`config.mk`:
```
export PLATFORM = sky130hd
export DESIGN_NAME = rr_packet_arb
export DESIGN_NICKNAME = d
export VERILOG_FILES = /design/src/rtl/rr_packet_arb_pkg.sv /design/src/rtl/rr_packet_arb_pick.sv /design/src/rtl/rr_packet_arb.sv
export SDC_FILE = /design/constraint.sdc
export NUM_CORES = 1
export LEC_CHECK = 0
export ABC_CLOCK_PERIOD_IN_PS = 5300
export CORE_MARGIN = 5
export CORE_UTILIZATION = 37
export CTS_CLUSTER_DIAMETER = 120
export CTS_CLUSTER_SIZE = 28
export DETAILED_ROUTE_END_ITERATION = 10
export PLACE_DENSITY = 0.69
export RECOVER_POWER = 50
export SLEW_MARGIN = 20
export SYNTH_ARGS = -nofsm -noshare
export SYNTH_HDL_FRONTEND = slang
export SYNTH_SLANG_ARGS = --single-unit
```
`constraint.sdc`:
```
create_clock -name clk -period 5.3 [get_ports clk]
set_input_delay 1.325 -clock clk [delete_from_list [all_inputs] [get_ports clk]]
set_output_delay 1.325 -clock clk [all_outputs]
set_load 0.005 [all_outputs]
```
`src/rtl/rr_packet_arb_pkg.sv`:
```
// Shared types and helpers for the round-robin packet arbiter family.
package rr_packet_arb_pkg;

  typedef enum logic {
    IDLE = 1'b0,
    LOCK = 1'b1
  } arb_state_t;

  // Channel tag width: clog2 of the port count, never narrower than one bit.
  function automatic int chan_width(input int n);
    return (n <= 2) ? 1 : $clog2(n);
  endfunction

endpackage

```
`src/rtl/rr_packet_arb_pick.sv`:
```
// Rotate-priority-rotate finder: first set request at or above ptr, wrapping.
module rr_pick #(
  parameter int N     = 4,
  parameter int PTR_W = 2
) (
  input  logic [N-1:0]     req,
  input  logic [PTR_W-1:0] ptr,
  output logic             found,
  output logic [PTR_W-1:0] idx
);

  logic [N-1:0]     rot;
  logic [PTR_W-1:0] off;

  function automatic logic [PTR_W-1:0] mod_add(input logic [PTR_W-1:0] a,
                                               input logic [PTR_W-1:0] b);
    logic [PTR_W:0] s;
    s = {1'b0, a} + {1'b0, b};
    if (s >= (PTR_W+1)'(N)) s = s - (PTR_W+1)'(N);
    return s[PTR_W-1:0];
  endfunction

  always_comb begin
    rot = '0;
    for (int i = 0; i < N; i++) rot[i] = req[mod_add(ptr, PTR_W'(i))];
  end

  // Lowest rotated position wins, so scan downward and keep the last hit.
  always_comb begin
    off = '0;
    for (int i = N - 1; i >= 0; i--) begin
      if (rot[i]) off = PTR_W'(i);
    end
  end

  assign found = |req;
  assign idx   = mod_add(ptr, off);

endmodule

```
`src/rtl/rr_packet_arb.sv`:
```
// Round-robin packet arbiter: grant held until eop, registered main+backup output stage.
module rr_packet_arb
  import rr_packet_arb_pkg::*;
#(
  parameter int NUM_PORTS = 4,
  parameter int WIDTH     = 16,
  parameter int CHAN_W    = chan_width(NUM_PORTS)
) (
  input  logic                       clk,
  input  logic                       arst,
  input  logic [NUM_PORTS-1:0]       valid_i,
  input  logic [NUM_PORTS*WIDTH-1:0] dat_i,
  input  logic [NUM_PORTS-1:0]       eop_i,
  output logic [NUM_PORTS-1:0]       ready_i,
  output logic                       valid_o,
  output logic [WIDTH-1:0]           dat_o,
  output logic                       eop_o,
  output logic [CHAN_W-1:0]          chan_o,
  input  logic                       ready_o
);

  arb_state_t        state, state_nxt;
  logic [CHAN_W-1:0] grant, grant_nxt;
  logic [CHAN_W-1:0] ptr, ptr_nxt;
  logic              pick_found;
  logic [CHAN_W-1:0] pick_idx;

  logic              bk_valid;
  logic [WIDTH-1:0]  bk_dat;
  logic              bk_eop;
  logic [CHAN_W-1:0] bk_chan;

  logic              in_xfer;
  logic              out_xfer;
  logic [WIDTH-1:0]  in_dat;
  logic              in_eop;

  rr_pick #(
    .N     (NUM_PORTS),
    .PTR_W (CHAN_W)
  ) u_pick (
    .req   (valid_i),
    .ptr   (ptr),
    .found (pick_found),
    .idx   (pick_idx)
  );

  // ready_i depends only on registered state, keeping ready_o off this path.
  assign ready_i  = (state == LOCK && !bk_valid) ? (NUM_PORTS'(1) << grant) : '0;
  assign in_dat   = dat_i[int'(grant)*WIDTH +: WIDTH];
  assign in_eop   = eop_i[grant];
  assign in_xfer  = (state == LOCK) && !bk_valid && valid_i[grant];
  assign out_xfer = valid_o && ready_o;

  always_ff @(posedge clk or posedge arst) begin
    if (arst) begin
      state <= IDLE;
      grant <= '0;
      ptr   <= '0;
    end else begin
      state <= state_nxt;
      grant <= grant_nxt;
      ptr   <= ptr_nxt;
    end
  end

  always_comb begin
    state_nxt = state;
    grant_nxt = grant;
    ptr_nxt   = ptr;
    case (state)
      IDLE: begin
        if (pick_found) begin
          grant_nxt = pick_idx;
          state_nxt = LOCK;
        end
      end
      LOCK: begin
        if (in_xfer && in_eop) begin
          state_nxt = IDLE;
          ptr_nxt   = (grant == CHAN_W'(NUM_PORTS - 1)) ? '0 : grant + 1'b1;
        end
      end
      default: state_nxt = IDLE;
    endcase
  end

  // An accepted beat always has an empty backup, so main takes it whenever main is free or draining.
  always_ff @(posedge clk or posedge arst) begin
    if (arst) begin
      valid_o  <= 1'b0;
      dat_o    <= '0;
      eop_o    <= 1'b0;
      chan_o   <= '0;
      bk_valid <= 1'b0;
      bk_dat   <= '0;
      bk_eop   <= 1'b0;
      bk_chan  <= '0;
    end else if (in_xfer) begin
      if (!valid_o || out_xfer) begin
        valid_o <= 1'b1;
        dat_o   <= in_dat;
        eop_o   <= in_eop;
        chan_o  <= grant;
      end else begin
        bk_valid <= 1'b1;
        bk_dat   <= in_dat;
        bk_eop   <= in_eop;
        bk_chan  <= grant;
      end
    end else if (out_xfer) begin
      if (bk_valid) begin
        dat_o    <= bk_dat;
        eop_o    <= bk_eop;
        chan_o   <= bk_chan;
        bk_valid <= 1'b0;
      end else begin
        valid_o <= 1'b0;
      end
    end
  end

endmodule

```
# Yosys cells after proc, flatten, opt, wreduce, memory -nomap -nowiden

Cells that the tools add are included.

Register bits after elaboration: 45
Bits of input ports: 75
Output and inout port bits: 24
Logic and storage cells: 100

Add/subtract/negate cells: 10
Order comparisons: 10
Equality and inequality tests: 4
Shifts and indexed selects: 2
Mux-type cells: 45
Bitwise logic cells: 2
Reduce and logical (&&, ||, !) cells: 16

Operators with widths:

| cell                                                                  | number |
|---|---|
| 16-bit two-way mux                                                    | 4 |
| 64-bit by 7-bit variable part select with 16-bit output               | 1 |
| 2-bit two-way mux                                                     | 14 |
| 1-bit two-way mux                                                     | 19 |
| 2-bit by 3-bit < comparator with 1-bit output, second input constant  | 5 |
| 1-bit binary-select mux with 2-bit select                             | 6 |
| 3-bit >= comparator, second input constant                            | 4 |
| 2-bit by 1-bit subtractor with 2-bit output, second input constant    | 5 |
| 2-bit AND reduction                                                   | 4 |
| 2-bit by 2-bit adder with 3-bit output, second input constant         | 2 |
| 3-bit AND reduction                                                   | 2 |
| 1-bit logical AND                                                     | 4 |
| 4-bit two-way mux                                                     | 1 |
| 2-bit by 1-bit != test with 1-bit output, second input constant       | 2 |
| 2-bit nonzero test                                                    | 2 |
| 4-bit OR reduction                                                    | 1 |
| 1-bit by 2-bit left shift with 4-bit output, first input constant     | 1 |
| 2-bit by 1-bit adder with 3-bit output, second input constant         | 1 |
| 2-bit by 2-bit adder with 3-bit output                                | 1 |
| 2-bit by 3-bit >= comparator with 1-bit output, second input constant | 1 |
| 2-bit by 1-bit adder with 2-bit output, second input constant         | 1 |
| 2-bit equality test, second input constant                            | 1 |
| 1-bit zero test                                                       | 2 |
| 2-bit != test, second input constant                                  | 1 |
| 3 further kinds                                                       | 4 |

# Depth between registers and ports, before layout

Depth in word-level cells: 12
Mapped depth: 10
Gate-level depth less buffers: 9

# Hierarchy

Synthesis repeated with hierarchy kept, for this count alone.

Cell total of the unflattened synthesis: 194
Area total of the unflattened synthesis: 2740.1 µm²

Modules (own cells, without submodules):

| module        | instances | cells each | area an instance (µm²) | seq. area each (µm²) |
|---|---|---|---|---|
| rr_packet_arb | 1         | 167        | 2558.7                 | 1126.1 |
| rr_pick       | 1         | 27         | 181.4                  | 0.0 |

# Least setup slack after synthesis

OpenSTA, ideal clock, no wires.

Path kind: reg2out
Start: register grant[1]
End: output ready_i[1]
Arrival: 1.411 ns
Setup slack: 2.564 ns
Stages on the path, launching flop included: 6
Cells stage by stage: dfrtp_1 -> clkbuf_1 -> buf_2 -> inv_1 -> ha_1 -> and2_1

Cells in the longest elaborated chain, start to end: 2

Ends and longest elaborated chain:

| element                                     | line                | RTL |
|---|---|---|
| from (decl)                                 | rr_packet_arb.sv:23 | `logic [CHAN_W-1:0] grant, grant_nxt;` |
| from (signal assigned)                      | rr_packet_arb.sv:62 | `grant <= grant_nxt;` |
| 1-bit by 2-bit left shift with 4-bit output | rr_packet_arb.sv:49 | `assign ready_i = (state == LOCK && !bk_valid) ? (NUM_PORTS'(1) << grant) : '0;` |
| 4-bit two-way mux                           | rr_packet_arb.sv:49 |  |
| to (decl)                                   | rr_packet_arb.sv:14 | `output logic [NUM_PORTS-1:0] ready_i,` |

No other way between the ends.

# Worst setup path in the final report

Start: input valid_i[2]
End: register bk_dat[0]

Cells in the longest elaborated chain, start to end: 4

Ends and longest elaborated chain:

| element                                   | line                 | RTL |
|---|---|---|
| from (decl)                               | rr_packet_arb.sv:11  | `input logic [NUM_PORTS-1:0] valid_i,` |
| 1-bit binary-select mux with 2-bit select | rr_packet_arb.sv:52  | `assign in_xfer = (state == LOCK) && !bk_valid && valid_i[grant];` |
| 1-bit two-way mux (implied by the code)   | rr_packet_arb.sv:52  |  |
| 1-bit logical AND                         | rr_packet_arb.sv:52  |  |
| 2-bit AND reduction (no source line)      | -                    |  |
| to (signal assigned)                      | rr_packet_arb.sv:107 | `bk_dat <= in_dat;` |
| to (decl)                                 | rr_packet_arb.sv:29  | `logic [WIDTH-1:0] bk_dat;` |

No other way between the ends. The select of a mux whose other input is x is not followed.
A chain may end at the register's enable or synchronous reset.

==> flow_metrics.tcl <==
set metrics [dict create \
    floorplan.initialDensity 0.3842 \
    timing.fmax_mhz 272.3 \
    internal_power_w 0.001229 \
    tritoncts "built" \
    setup.reg_to_reg.worst_slack_ns 1.99 \
    end_of_the_worst_register_to_register_path "bk_dat[0]" \
    cts.sink_count 45 \
    io_pins 99 \
    grt_antenna_before_repair 0 \
    drv_cap 1 \
    setup_slack_of_the_critical_path_after_layout_ns 1.627 \
    grt_setup_unrepaired "false" \
    worst_setup_path_endpoint "bk_dat[0]" \
    place_hpwl_um 4720 \
    port-buffer-count 98 \
    p_total_w 0.001943 \
    vdd_ir_drop_max_mv 0.2638 \
    route.vias.total 2010 \
    pre_cts_ws_ns 1.304 \
    drtAntennaViolNets 0 \
    die-width_um 94.23 \
    grt.overflow.total 0 \
    layout-area-overhead-vs-synth_pct 43.09 \
    synth-edff-count 0 \
    synth.most_common_cell "sky130_fd_sc_hd__dfrtp_1" \
    grt.total_usage 0.1478 \
    detailedRoute.firstIterationViolations 67 \
    critPathRequiredTime_ns 5.48 \
    ws_path_type "in2reg" \
    drv_slew 46 \
    cts.path.max_buffers 2 \
    timing.critical_path.arrival_ns 3.85 \
    grt_util_met3 0.04647 \
    clock_skew_ns 0.004730 \
    postSynth.topFlopCell "sky130_fd_sc_hd__dfrtp_1" \
    crit_path_max_incr_delay_ns 0.78 \
    detail_route.drc_violations 0 \
    cp-startpoint "valid_i[2]" \
    finalNetCount 390 \
    power_density_of_the_placed_cells_nw_per_um2 517.4 \
    finalCoreUtilization 0.5498 \
    setup-tns-final_ns 0 \
    crit_path_top_delay_cell "sky130_fd_sc_hd__o22ai_4" \
    synth_top_cell_by_area "sky130_fd_sc_hd__dfrtp_1" \
    met1_track_usage_gr 0.1823 \
    post_synth_main_area_contributors "sky130_fd_sc_hd__dfrtp_1 (43%), sky130_fd_sc_hd__mux4_2 (15%), sky130_fd_sc_hd__mux2i_1 (7.6%), sky130_fd_sc_hd__mux2_4 (6.3%), sky130_fd_sc_hd__nand2_1 (4.3%)" \
    gp_routability_congestion 0.7663 \
    viasPerCell 4.951 \
    regToRegStartpoint "grant[0]" \
    netSwitchingPower_w 0.0007143 \
    kind_of_launch_point_of_the_worst_setup_path "input pin" \
    post_cts_resize_count 0 \
    sequentialPowerShare 0.339 \
    postSynth.asyncResetShare 1.000 \
    clock_latency_ns 0.29 \
    grt-busiest-layer "met2" \
    clkPwrFrac 0.110 \
    combPwrFrac 0.551 \
    final-hold-violation-count 0 \
    outcome "complete, but fails checks" \
    max-slew-margin-rel -0.1405 \
    die-area_um2 8879 \
    post_synth_num_cell_types 34 \
    worstPathCellList "clkdlybuf4s50_1 -> mux2i_1 -> o22ai_4 -> nand3b_4 -> mux2_1" \
    cts-buffers-inserted 5 \
    timing_worst_slew_pin_value_ns 1.709 \
    mappedNetlistNets 294 \
    met2_resource_use_gr 0.2518 \
    worst_hold_path_type "reg2reg" \
    cts.hold.buffers_added 0 \
    synthCells 214 \
    failed_checks "max-capacitance violations, max-slew violations" \
    cts.htree.levels 2 \
    power.leakage_nw 1.610 \
    final_min_period_over_clock_period 0.6930 \
    drt-wirelength-per-cell_um 15.37 \
    final_worst_path_period_need_ns 3.673 \
    postSynthRegisterBits 45 \
    first_pass_iters 4 \
    synth.cell_area_um2 2625 \
    grt_pass1_wl_um 10320 \
    std_cell_rows 30 \
    seq_area_frac_synth 0.4290 \
    ys.warnings.count 0 \
    clockRootBuffer "sky130_fd_sc_hd__clkbuf_8" \
    diodes 0 \
    dieHeight_um 94.23 \
    grt_max_degree 46 \
    setup_violations 0 \
    post-synth-top-area-fraction 0.4290 \
    rr_worst_depth 5 \
    fraction_of_layout_instances_using_a_drive_strength_above_1 0.1419 \
    drt-total-wl_um 6242 \
    most_frequent_cells_after_synthesis "sky130_fd_sc_hd__dfrtp_1 (45), sky130_fd_sc_hd__nand2_1 (30), sky130_fd_sc_hd__mux2i_1 (20)" \
    clk_pin_slew_ns 0.08 \
    crit_fanout 22 \
    timing.critical_path.to_type "flop" \
    grt_pass1_vias 2155 \
    core-area_um2 6832 \
    synth.avg_cell_area_um2 12.27 \
    switching_share 0.3675 \
    cts_setup_buffers 0 \
    worstHoldStart "dat_o[4]" \
]
how the worst min path moves through the flow:
stage,depth (start not counted),to,slack [ns]
global route,2,dat_o[10],0.51
finish,2,dat_o[4],0.48
floorplan,2,bk_chan[0],0.44
CTS,2,dat_o[5],0.49
detailed placement,2,dat_o[10],0.47
global placement,2,dat_o[5],0.46
worst max-delay path, delay by kind of cell:
family	cells	cell delay [ns]
multiplexers	2	0.64
AO/OA/AOI/OAI	1	0.78
AND/OR/NAND/NOR	1	0.51
buffers and inverters	1	0.59
area by class of cell:
| class | instances | area (um^2) |
|---|---|---|
| well taps | 96 | 120.1 |
| clock buffers | 7 | 86.33 |
| flip-flops and latches | 45 | 1126 |
| inverters | 6 | 22.52 |
| fillers | 624 | 3075 |
| multi-input cells | 151 | 1398 |
| repair buffers | 101 | 1003 |
routing by layer:
metal	wire length [um]	vias to the layer above
met4	63	0
met2	2991	61
li1	-	971
met1	2674	972
met5	0	-
met3	512	6
cells by family after synthesis:
logic type,after synthesis,synth area share
multiplexers,57,0.3236
AND/OR/NAND/NOR,51,0.09343
flip-flops,45,0.4290
AO/OA/AOI/OAI,37,0.08818
buffers and inverters,18,0.03860
adder cells (fa/ha/maj),5,0.02383
XOR/XNOR,1,0.003337
sequential cells by signal (all words and copies together) (netlist names):
name	flops
dat_o	16
bk_eop	1
state	1
ptr	2
bk_dat	16
chan_o	2
bk_chan	2
eop_o	1
bk_valid	1
grant	2
valid_o	1
power by group through the flow:
stage | Sequential (W) | Clock (W) | Combinational (W)
after detailed placement | 0.000669 | 0 | 0.00110
after global routing | 0.000691 | 0.000232 | 0.00119
final | 0.000659 | 0.000214 | 0.00107
after global placement | 0.000670 | 0 | 0.00108
after CTS | 0.000664 | 0.000220 | 0.00110
after floorplan | 0.000617 | 0 | 0.000777
cell usage in the layout, fill, tap and decap left out:
| cell | count |
|---|---|
| sky130_fd_sc_hd__dfrtp_1 | 45 |
| sky130_fd_sc_hd__mux2_1 | 5 |
| sky130_fd_sc_hd__o211ai_1 | 1 |
| sky130_fd_sc_hd__nand3b_4 | 1 |
| sky130_fd_sc_hd__nor2_1 | 5 |
| sky130_fd_sc_hd__clkdlybuf4s50_1 | 85 |
| sky130_fd_sc_hd__o31ai_1 | 2 |
| sky130_fd_sc_hd__o22ai_2 | 1 |
| sky130_fd_sc_hd__nand2b_1 | 1 |
| sky130_fd_sc_hd__ha_1 | 5 |
| sky130_fd_sc_hd__a21o_1 | 2 |
| sky130_fd_sc_hd__dlygate4sd3_1 | 13 |
| sky130_fd_sc_hd__or3b_1 | 1 |
| sky130_fd_sc_hd__and2_1 | 5 |
| sky130_fd_sc_hd__inv_1 | 6 |
| sky130_fd_sc_hd__clkbuf_8 | 6 |
| sky130_fd_sc_hd__nor3_1 | 4 |
| sky130_fd_sc_hd__a32o_1 | 1 |
| sky130_fd_sc_hd__mux2_4 | 11 |
| sky130_fd_sc_hd__o21a_1 | 1 |
| sky130_fd_sc_hd__a2bb2oi_1 | 1 |
| sky130_fd_sc_hd__or4_1 | 1 |
| sky130_fd_sc_hd__mux2_2 | 4 |
| sky130_fd_sc_hd__buf_4 | 3 |
| sky130_fd_sc_hd__mux2i_1 | 20 |
| sky130_fd_sc_hd__mux4_2 | 17 |
| sky130_fd_sc_hd__xor2_1 | 1 |
| sky130_fd_sc_hd__nor2b_1 | 2 |
| sky130_fd_sc_hd__nand2_1 | 30 |
| sky130_fd_sc_hd__nand3b_1 | 1 |
| sky130_fd_sc_hd__o22ai_4 | 1 |
| sky130_fd_sc_hd__o21ai_0 | 15 |
| sky130_fd_sc_hd__a21oi_1 | 4 |
| sky130_fd_sc_hd__clkbuf_1 | 1 |
| sky130_fd_sc_hd__o21ai_1 | 8 |
stage by stage:
step / cells / cell area [um^2] / hold slack (ns)
after detailed placement: 399 / 3670 / 0.4713
after floorplan: 214 / 2625 / 0.4432
after global placement: 399 / 3670 / 0.4625
final: 406 / 3756 / 0.4775
after CTS: 406 / 3756 / 0.4892
after global routing: 406 / 3756 / 0.5101
Power figures use the tool's default switching activity.
